[src/rtl/button_repeat_debounce_if.sv]
// Button conditioner bus: the raw pin in, and the conditioned strobes out.
// The master drives the pin, and the slave (the conditioner) drives the results.
interface button_repeat_debounce_if;
  logic btn_in;
  logic pulse;
  logic held;
  logic repeating;

  modport master (
    output btn_in,
    input  pulse,
    input  held,
    input  repeating
  );

  modport slave (
    input  btn_in,
    output pulse,
    output held,
    output repeating
  );
endinterface

[src/rtl/button_repeat_debounce.sv]
// Push-button front end for the VGA clock adjust inputs.
// The raw pin is synchronised and then debounced.
// A single-cycle increment pulse is issued on each accepted press.
// While the button stays held, further pulses auto-repeat: the first after
// REPEAT_DELAY cycles, then one every REPEAT_PERIOD cycles.
module button_repeat_debounce #(
  parameter int DEBOUNCE_CYCLES = 315_000,
  parameter int REPEAT_DELAY    = 15_750_000,
  parameter int REPEAT_PERIOD   = 3_150_000,
  parameter int REPEAT_EN       = 1,
  parameter int ACTIVE_LOW      = 0
) (
  input logic                     clk,
  input logic                     reset,
  button_repeat_debounce_if.slave btn
);

  localparam int DB_W   = (DEBOUNCE_CYCLES > 1) ? $clog2(DEBOUNCE_CYCLES) : 1;
  localparam int TM_MAX = (REPEAT_DELAY > REPEAT_PERIOD) ? REPEAT_DELAY : REPEAT_PERIOD;
  localparam int TM_W   = $clog2(TM_MAX);

  localparam logic [DB_W-1:0] DB_LAST    = DB_W'(DEBOUNCE_CYCLES - 1);
  localparam logic [DB_W-1:0] DB_ONE     = DB_W'(1);
  localparam logic [TM_W-1:0] DELAY_LAST = TM_W'(REPEAT_DELAY - 1);
  localparam logic [TM_W-1:0] PERIOD_LAST = TM_W'(REPEAT_PERIOD - 1);
  localparam logic [TM_W-1:0] TM_ONE     = TM_W'(1);
  localparam logic            INVERT     = (ACTIVE_LOW != 0);
  localparam logic            REP_ON     = (REPEAT_EN != 0);

  localparam logic [1:0] IDLE       = 2'd0;
  localparam logic [1:0] WAIT_DELAY = 2'd1;
  localparam logic [1:0] REPEAT     = 2'd2;

  logic [1:0]      sync_q;
  logic            s;
  logic            db;
  logic [DB_W-1:0] db_cnt;
  logic [1:0]      state;
  logic [TM_W-1:0] timer;
  logic            pulse_q;
  logic            repeating_q;

  assign s = sync_q[1];

  // Two-flop synchroniser on the polarity-corrected pin.
  always_ff @(posedge clk or posedge reset) begin
    if (reset) begin
      sync_q <= 2'b00;
    end else begin
      sync_q <= {sync_q[0], btn.btn_in ^ INVERT};
    end
  end

  // Debouncer: a change is accepted only after DEBOUNCE_CYCLES consecutive differing samples.
  always_ff @(posedge clk or posedge reset) begin
    if (reset) begin
      db     <= 1'b0;
      db_cnt <= '0;
    end else if (s == db) begin
      db_cnt <= '0;
    end else if (db_cnt == DB_LAST) begin
      db     <= s;
      db_cnt <= '0;
    end else begin
      db_cnt <= db_cnt + DB_ONE;
    end
  end

  // Press/repeat FSM: the pulse is issued on press, then after the delay, then once every period. Release has priority.
  always_ff @(posedge clk or posedge reset) begin
    if (reset) begin
      state       <= IDLE;
      timer       <= '0;
      pulse_q     <= 1'b0;
      repeating_q <= 1'b0;
    end else begin
      pulse_q <= 1'b0;
      case (state)
        IDLE: begin
          if (db) begin
            pulse_q <= 1'b1;
            timer   <= '0;
            state   <= WAIT_DELAY;
          end
        end
        WAIT_DELAY: begin
          if (!db) begin
            state <= IDLE;
            timer <= '0;
          end else if (REP_ON) begin
            if (timer == DELAY_LAST) begin
              pulse_q     <= 1'b1;
              timer       <= '0;
              state       <= REPEAT;
              repeating_q <= 1'b1;
            end else begin
              timer <= timer + TM_ONE;
            end
          end else begin
            timer <= '0;
          end
        end
        REPEAT: begin
          if (!db) begin
            state       <= IDLE;
            timer       <= '0;
            repeating_q <= 1'b0;
          end else if (timer == PERIOD_LAST) begin
            pulse_q <= 1'b1;
            timer   <= '0;
          end else begin
            timer <= timer + TM_ONE;
          end
        end
        default: begin
          state       <= IDLE;
          timer       <= '0;
          repeating_q <= 1'b0;
        end
      endcase
    end
  end

  assign btn.pulse     = pulse_q;
  assign btn.held      = db;
  assign btn.repeating = repeating_q;

endmodule

[src/flat_wrapper.sv]
// flat-port wrapper written by rule: the top's interface ports become plain ports
module button_repeat_debounce_flat 
#(
  parameter int DEBOUNCE_CYCLES = 315_000,
  parameter int REPEAT_DELAY    = 15_750_000,
  parameter int REPEAT_PERIOD   = 3_150_000,
  parameter int REPEAT_EN       = 1,
  parameter int ACTIVE_LOW      = 0
)
  (clk, reset, btn_btn_in, btn_pulse, btn_held, btn_repeating);
  button_repeat_debounce_if btn_i ();
  input logic clk;
  input logic reset;
  input wire logic [$bits(btn_i.btn_in)-1:0] btn_btn_in;
  output wire logic [$bits(btn_i.pulse)-1:0] btn_pulse;
  output wire logic [$bits(btn_i.held)-1:0] btn_held;
  output wire logic [$bits(btn_i.repeating)-1:0] btn_repeating;
  assign btn_i.btn_in = btn_btn_in;
  assign btn_pulse = btn_i.pulse;
  assign btn_held = btn_i.held;
  assign btn_repeating = btn_i.repeating;
  button_repeat_debounce #(.DEBOUNCE_CYCLES(DEBOUNCE_CYCLES), .REPEAT_DELAY(REPEAT_DELAY), .REPEAT_PERIOD(REPEAT_PERIOD), .REPEAT_EN(REPEAT_EN), .ACTIVE_LOW(ACTIVE_LOW)) u_core (.clk(clk), .reset(reset), .btn(btn_i));
endmodule
[config.mk]
export PLATFORM = sky130hd
export DESIGN_NAME = button_repeat_debounce_flat
export DESIGN_NICKNAME = d
export VERILOG_FILES = /design/src/rtl/button_repeat_debounce_if.sv /design/src/rtl/button_repeat_debounce.sv /design/src/flat_wrapper.sv
export SDC_FILE = /design/constraint.sdc
export NUM_CORES = 1
export LEC_CHECK = 0
export CAP_MARGIN = 20
export CORE_MARGIN = 2
export CORE_UTILIZATION = 62
export DETAILED_ROUTE_END_ITERATION = 8
export PLACE_DENSITY = 0.82
export SYNTH_ARGS = -nofsm -noshare
export SYNTH_HDL_FRONTEND = slang
export SYNTH_SLANG_ARGS = --single-unit
[constraint.sdc]
create_clock -name clk -period 2.8 [get_ports clk]
set_clock_uncertainty 0.2 [all_clocks]
set_input_delay 0.28 -clock clk [delete_from_list [all_inputs] [get_ports clk]]
set_output_delay 0.28 -clock clk [all_outputs]
set_load 0.03 [all_outputs]
==> impl_metrics.json, run 1 <==
{
  "fillers": 403,
  "power.internal_w": 0.001002,
  "drc_errors": 0,
  "hold_buffers": 0,
  "r2r_slack_ns": 0.36,
  "grt_use_total": 0.2419,
  "synthCells": 326,
  "placementRows": 25,
  "grt_max_degree": 51,
  "fin_crit_ns": 2.436,
  "drv_slew": 0,
  "synth-edff-count": 0,
  "die-area_sq_mm": 0.005307,
  "cp_max_fo": 16,
  "pwr-share-seq": 0.571,
  "finalSetupTns_ns": 0,
  "wl_per_cell_um": 15.46,
  "antenna_found_initial": 0,
  "path_clk_slew_ns": 0.09,
  "cap_viol_max_count": 0,
  "gp_congestion": 0.8461,
  "coreArea_sq_mm": 0.004661,
  "numCtsBuffers": 5,
  "p_sw_w": 0.0002771,
  "mostFrequentLayoutCells": "nand2_1 (59), dfrtp_1 (50), nor2_1 (28), nand3_1 (18), o221ai_1 (18)",
  "ys_async_sr_fraction": 1.000,
  "hold_viol": 0,
  "required_ns": 2.84,
  "whs_ns": 0.1679,
  "rsz0062_at_grt": "false",
  "seq_area_frac_synth": 0.4257,
  "pwr-share-comb": 0.023,
  "mostFrequentLayoutCell": "nand2_1",
  "crit_arrival_ns": 2.48,
  "grt.met1_usage": 0.3141,
  "pre_cts_ws_ns": 0.3763,
  "fin_crit_sh": 0.8699,
  "tightest_slew_ns": 0.6237,
  "yosys_register_bits": 50,
  "initial_core_util": 0.6306,
  "dieHeight_um": 72.85,
  "grt_pass1_wl_um": 10090,
  "synthFlopType": "dfrtp_1",
  "worstSkewPairLatency_ns": 0.31,
  "swShare": 0.2165,
  "vias": 2436,
  "overflow": 0,
  "yosysWarnings": 0,
  "port_buffers": 5,
  "final_nets": 337,
  "max_freq_mhz": 410.6,
  "cts_tree": "built",
  "synth_cell_type_count": 48,
  "synthToLayoutAreaGrowth_pct": 5.960,
  "end_kind": "flip-flop",
  "fin_ws_ns": 0.3644,
  "cts_max_path_buffers": 2,
  "boundaryPins": 6,
  "grtUsageMet2": 0.4020,
  "top_usage_layer": "met2",
  "clkPwrFrac": 0.406,
  "antenna_cells": 0,
  "dp_cells": 375,
  "drive_above_1_share": 0.07295,
  "synth.avg_cell_area_sq_um": 9.016,
  "cts_root_buf": "clkbuf_8",
  "routed_wl_um": 5922,
  "peakVddDrop_mv": 0.3864,
  "p_leak_nw": 1.386,
  "critical_path_class": "reg -> reg",
  "die_w_um": 72.85,
  "stdcell_count": 383,
  "powerDensity_mw_per_mm2": 410.8,
  "dp_hpwl_um": 4043,
  "hp-class": "reg -> reg",
  "drtIter0Drc": 140,
  "setup_viol": 0,
  "syn_nets": 335,
  "synth_area_sq_mm": 0.002939,
  "status": "finished, final reports clean",
  "postRouteAntennaNets": 0,
  "cts_setup_buffers": 0,
  "gr-usage-met3": 0.04144,
  "clkSinkCount": 50,
  "cts_max_level": 2,
  "drtPass1Iterations": 4,
  "viasPerCell": 6.360,
  "max_slew_margin": 0.5842,
  "grt_pass1_vias": 2254,
  "postCtsResizedCells": 0,
  "critPathLaunchType": "flip-flop"
}
-- area by class of cell --
type                            count  area, sq um  area share
Clock inverter                      3        43.79     0.01406
Tap cell                           54        67.56     0.02170
Clock buffer                        5        68.82     0.02210
Multi-Input combinational cell    251         1554      0.4990
Sequential cell                    50         1251      0.4018
Inverter                            9        33.78     0.01085
Timing Repair Buffer               11        95.09     0.03053
-- power by group through the flow --
stage                     Combinational, W  Clock [W]  Sequential, W
after floorplan                  0.0000218          0       0.000744
after global routing             0.0000345   0.000563       0.000732
final                            0.0000291   0.000520       0.000731
after CTS                        0.0000306   0.000532       0.000731
after detailed placement         0.0000306          0       0.000745
after global placement           0.0000296          0       0.000745
-- worst max-delay path, cell delays in order, from the launching register on --
cell	delay (ns)
dfrtp_1	0.42
ha_1	0.24
and4_1	0.26
nand4_1	0.20
o21a_1	0.51
buf_4	0.29
o221ai_1	0.14
nand2_1	0.10
-- stage by stage --
step,utilization,total power [W],area [sq um]
after floorplan,-,0.0007656,2939
after global placement,0.6440,0.0007745,3002
after detailed placement,0.6440,0.0007756,3002
after CTS,0.6682,0.001293,3114
after global routing,0.6682,0.001329,3114
final,0.6682,0.001279,3114
-- path summary, 6_finish.rpt --
| check | startpoint | to | cells after the start |
|---|---|---|---|
| max | u_core.timer[0]$_DFFE_PP0P_ | u_core.timer[2]$_DFFE_PP0P_ | 7 |
| min | u_core.sync_q[0]$_DFF_PP0_ | u_core.sync_q[1]$_DFF_PP0_ | 0 |
| max reg2reg | u_core.timer[0]$_DFFE_PP0P_ | u_core.timer[2]$_DFFE_PP0P_ | 7 |
| min reg2reg | u_core.sync_q[0]$_DFF_PP0_ | u_core.sync_q[1]$_DFF_PP0_ | 0 |
| max in group asynchronous | reset | u_core.db_cnt[4]$_DFF_PP0_ | 3 |
| min in group asynchronous | reset | u_core.db_cnt[13]$_DFF_PP0_ | 3 |
-- registers in the layout, indices dropped and copies added (netlist names) --
register	cells
u_core.timer	24
u_core.db_cnt	19
u_core.state	2
u_core.sync_q	2
u_core.btn.held	1
u_core.btn.pulse	1
u_core.btn.repeating	1
-- kinds of logic after synthesis --
family                     synth area share
AOI/OAI and AO/OA                    0.1413
xor gates and xnor gates            0.05364
adders and majority gates           0.02554
buffers and inverters               0.04555
DFF                                  0.4257
muxes                              0.005107
and+or+nand+nor                      0.3031
-- synthesized netlist by cell type (4+ instances only) --
cell	number	area, sq um
nand2_1	59	221.5
xnor2_1	9	78.83
inv_1	9	33.78
and2_1	12	75.07
dfrtp_1	50	1251
nor2_1	28	105.1
o31a_1	4	35.03
nand3_1	18	90.09
o21a_1	5	37.54
o221ai_1	18	157.7
nor4_1	5	31.28
o211ai_1	6	45.04
and4_1	7	61.31
nor3_1	9	45.04
and3_1	10	62.56
clkbuf_1	9	33.78
xor2_1	9	78.83
o21ai_0	5	25.02
nand4_1	5	31.28
ha_1	6	75.07
-- layer usage --
layer,up-vias,share of wire,wire length [um]
li1,1179,-,-
met1,1204,0.45,2691
met2,42,0.50,2941
met3,11,0.031,185
met4,0,0.017,103
met5,-,0,0
Power figures use the tool's default switching activity.
==> inputs of run 2 (changes only) <==
--- a/config.mk
+++ b/config.mk
@@ -10,6 +10,7 @@
 export CORE_UTILIZATION = 62
 export DETAILED_ROUTE_END_ITERATION = 8
 export PLACE_DENSITY = 0.82
+export SKIP_LAST_GASP = 1
 export SYNTH_ARGS = -nofsm -noshare
 export SYNTH_HDL_FRONTEND = slang
 export SYNTH_SLANG_ARGS = --single-unit
==> results of run 2 <==
No change in the layout: final DEF, timing and power equal those of run 1.
==> inputs of run 3 (changes only) <==
--- a/config.mk
+++ b/config.mk
@@ -7,8 +7,9 @@
 export LEC_CHECK = 0
 export CAP_MARGIN = 20
 export CORE_MARGIN = 2
-export CORE_UTILIZATION = 62
+export CORE_UTILIZATION = 63
 export DETAILED_ROUTE_END_ITERATION = 8
+export DONT_BUFFER_PORTS = 1
 export PLACE_DENSITY = 0.82
 export SKIP_LAST_GASP = 1
 export SYNTH_ARGS = -nofsm -noshare
==> run 3 against run 2 <==
Net effect: critical path depth unchanged; die area is 1.5% lower; clock power is 25% lower; maximum frequency shrank 2.9%; total power down 10%; via count shrank 0.74%; count of clock-buffer cells in the layout rose by 2; register-to-register slack worse by 0.07 ns; hold slack worse by 0.0014 ns; setup slack lost 0.073 ns; first-iteration DRC count is 31% higher; largest cell class unchanged; largest power group unchanged.
==> impl_metrics.json, run 3 (synthesis results as in run 1) <==
{
  "status": "finished, final reports clean",
  "peakVddDrop_mv": 0.2622,
  "drtIter0Drc": 183,
  "routed_wl_um": 6147,
  "cap_viol_max_count": 0,
  "mostFrequentLayoutCell": "nand2_1",
  "max_freq_mhz": 398.6,
  "boundaryPins": 6,
  "top_regs": "u_core.timer (24), u_core.db_cnt (19)",
  "path_clk_slew_ns": 0.08,
  "vias": 2418,
  "grtUsageMet2": 0.4139,
  "port_buffers": 0,
  "dp_hpwl_um": 4272,
  "numCtsBuffers": 5,
  "placementRows": 24,
  "crit_arrival_ns": 2.48,
  "cts_root_buf": "clkbuf_8",
  "viasPerCell": 6.397,
  "max_slew_margin": 0.6091,
  "initial_core_util": 0.6658,
  "final_nets": 335,
  "cts_max_path_buffers": 2,
  "grt_max_degree": 36,
  "critPathMaxStageDelay_ns": 0.42,
  "rsz0062_at_grt": "false",
  "drc_errors": 0,
  "drive_above_1_share": 0.06748,
  "cts_tree": "built",
  "wl_per_cell_um": 16.26,
  "required_ns": 2.77,
  "die-area_sq_mm": 0.005227,
  "cts_max_level": 2,
  "die_w_um": 72.30,
  "antenna_found_initial": 0,
  "mostFrequentLayoutCells": "nand2_1 (59), dfrtp_1 (50), nor2_1 (28), nand3_1 (18), o221ai_1 (18)",
  "dp_cells": 369,
  "top_usage_layer": "met2",
  "grt_use_total": 0.2606,
  "worstSkewPairLatency_ns": 0.30,
  "antenna_cells": 0,
  "top_register": "u_core.timer",
  "cts_setup_buffers": 0,
  "clkSinkCount": 50,
  "gr-usage-met3": 0.04722,
  "end_kind": "flip-flop",
  "drtPass1Iterations": 5,
  "grt_pass1_vias": 2315,
  "tightest_slew_ns": 0.5864,
  "synthToLayoutAreaGrowth_pct": 3.874,
  "stdcell_count": 378,
  "gp_congestion": 0.8461,
  "dieHeight_um": 72.30,
  "critPathLaunchType": "flip-flop",
  "powerDensity_mw_per_mm2": 376.4,
  "cp_max_fo": 14,
  "p_leak_nw": 1.361,
  "fin_crit_sh": 0.8961,
  "coreArea_sq_mm": 0.004414,
  "overflow": 0,
  "postRouteAntennaNets": 0,
  "path_cells": "ha_1, and4_1, nand4_1, o21a_1, buf_4, o211ai_1, o311ai_1",
  "cpMaxStageDelayCell": "o21a_1",
  "largest_reg_flops": 24,
  "grt.met1_usage": 0.3631,
  "drv_slew": 0,
  "fin_crit_ns": 2.509,
  "hold_viol": 0,
  "hp-class": "reg -> reg",
  "grt_pass1_wl_um": 10670,
  "critical_path_class": "reg -> reg",
  "setup_viol": 0,
  "finalSetupTns_ns": 0,
  "fillers": 345
}
==> run 3: changes by cell type in the layout (fill, tap and decap cells not counted), sizes merged <==
cell           delta
bufinv            -1
clkdlybuf4s50     -5
clkbuf            +2
inv               -1
clkinv            -1
buf               +1
dlygate4sd3       +2
==> run 3: power breakdown <==
group	switching, W	internal, W	leakage [nW]
Clock	0.000216	0.000172	0.0383
Combinational	0.0000221	0.00000732	0.631
Sequential	0.00000499	0.000726	0.692
==> run 3: layer usage <==
metal | vias to the layer above | part of all wire | wire, um
li1 | 1170 | - | -
met2 | 55 | 0.47 | 2899
met4 | 0 | 0.014 | 85
met1 | 1183 | 0.48 | 2938
met5 | - | 0 | 0
met3 | 10 | 0.036 | 224
==> run 3: stage by stage <==
stage                     hold WS, ns  instance area [sq um]  power [W]    util  setup WS [ns]
after detailed placement     -0.02749                   2957  0.0007737  0.6698         0.3456
final                          0.1665                   3053   0.001149  0.6916         0.2910
after CTS                      0.1702                   3053   0.001164  0.6916         0.3239
after global routing           0.1735                   3053   0.001195  0.6916         0.1171
after floorplan                0.1114                   2939  0.0007656       -         0.7483
after global placement       -0.03741                   2957  0.0007717  0.6698         0.4146
==> run 3: critical path: cells and delay by family (launching register included) <==
family / cells / cell delay, ns
compound gates: 3 / 0.70
simple gates: 2 / 0.58
flops: 1 / 0.39
buf+inv: 1 / 0.27
fa+ha+maj: 1 / 0.22
==> run 3: cell type report <==
| cell class | count | area, sq um | area share |
|---|---|---|---|
| clock buffers | 7 | 76.32 | 0.02500 |
| multi-input cells | 251 | 1554 | 0.5090 |
| flip-flops and latches | 50 | 1251 | 0.4098 |
| inverters | 9 | 33.78 | 0.01107 |
| well taps | 52 | 65.06 | 0.02131 |
| repair buffers | 9 | 72.57 | 0.02377 |
==> run 3: path summary, 6_finish.rpt <==
kind | startpoint | slack (ns) | cells past startpoint | to
setup / recovery | u_core.timer[0]$_DFFE_PP0P_ | 0.29 | 7 | u_core.state[0]$_DFFE_PP0P_
hold / removal | u_core.sync_q[0]$_DFF_PP0_ | 0.17 | 0 | u_core.sync_q[1]$_DFF_PP0_
setup reg to reg | u_core.timer[0]$_DFFE_PP0P_ | 0.29 | 7 | u_core.state[0]$_DFFE_PP0P_
hold reg to reg | u_core.sync_q[0]$_DFF_PP0_ | 0.17 | 0 | u_core.sync_q[1]$_DFF_PP0_
max in group asynchronous | reset | 1.42 | 3 | u_core.timer[12]$_DFFE_PP0P_
min in group asynchronous | reset | 0.22 | 2 | u_core.timer[14]$_DFFE_PP0P_
==> run 3: repair_timing <==
action	in CTS	in global routing
setup endpoints to repair	0	0
endpoints found under the hold margin	16	0
hold buffers	2	0
gates resized for setup	0	0
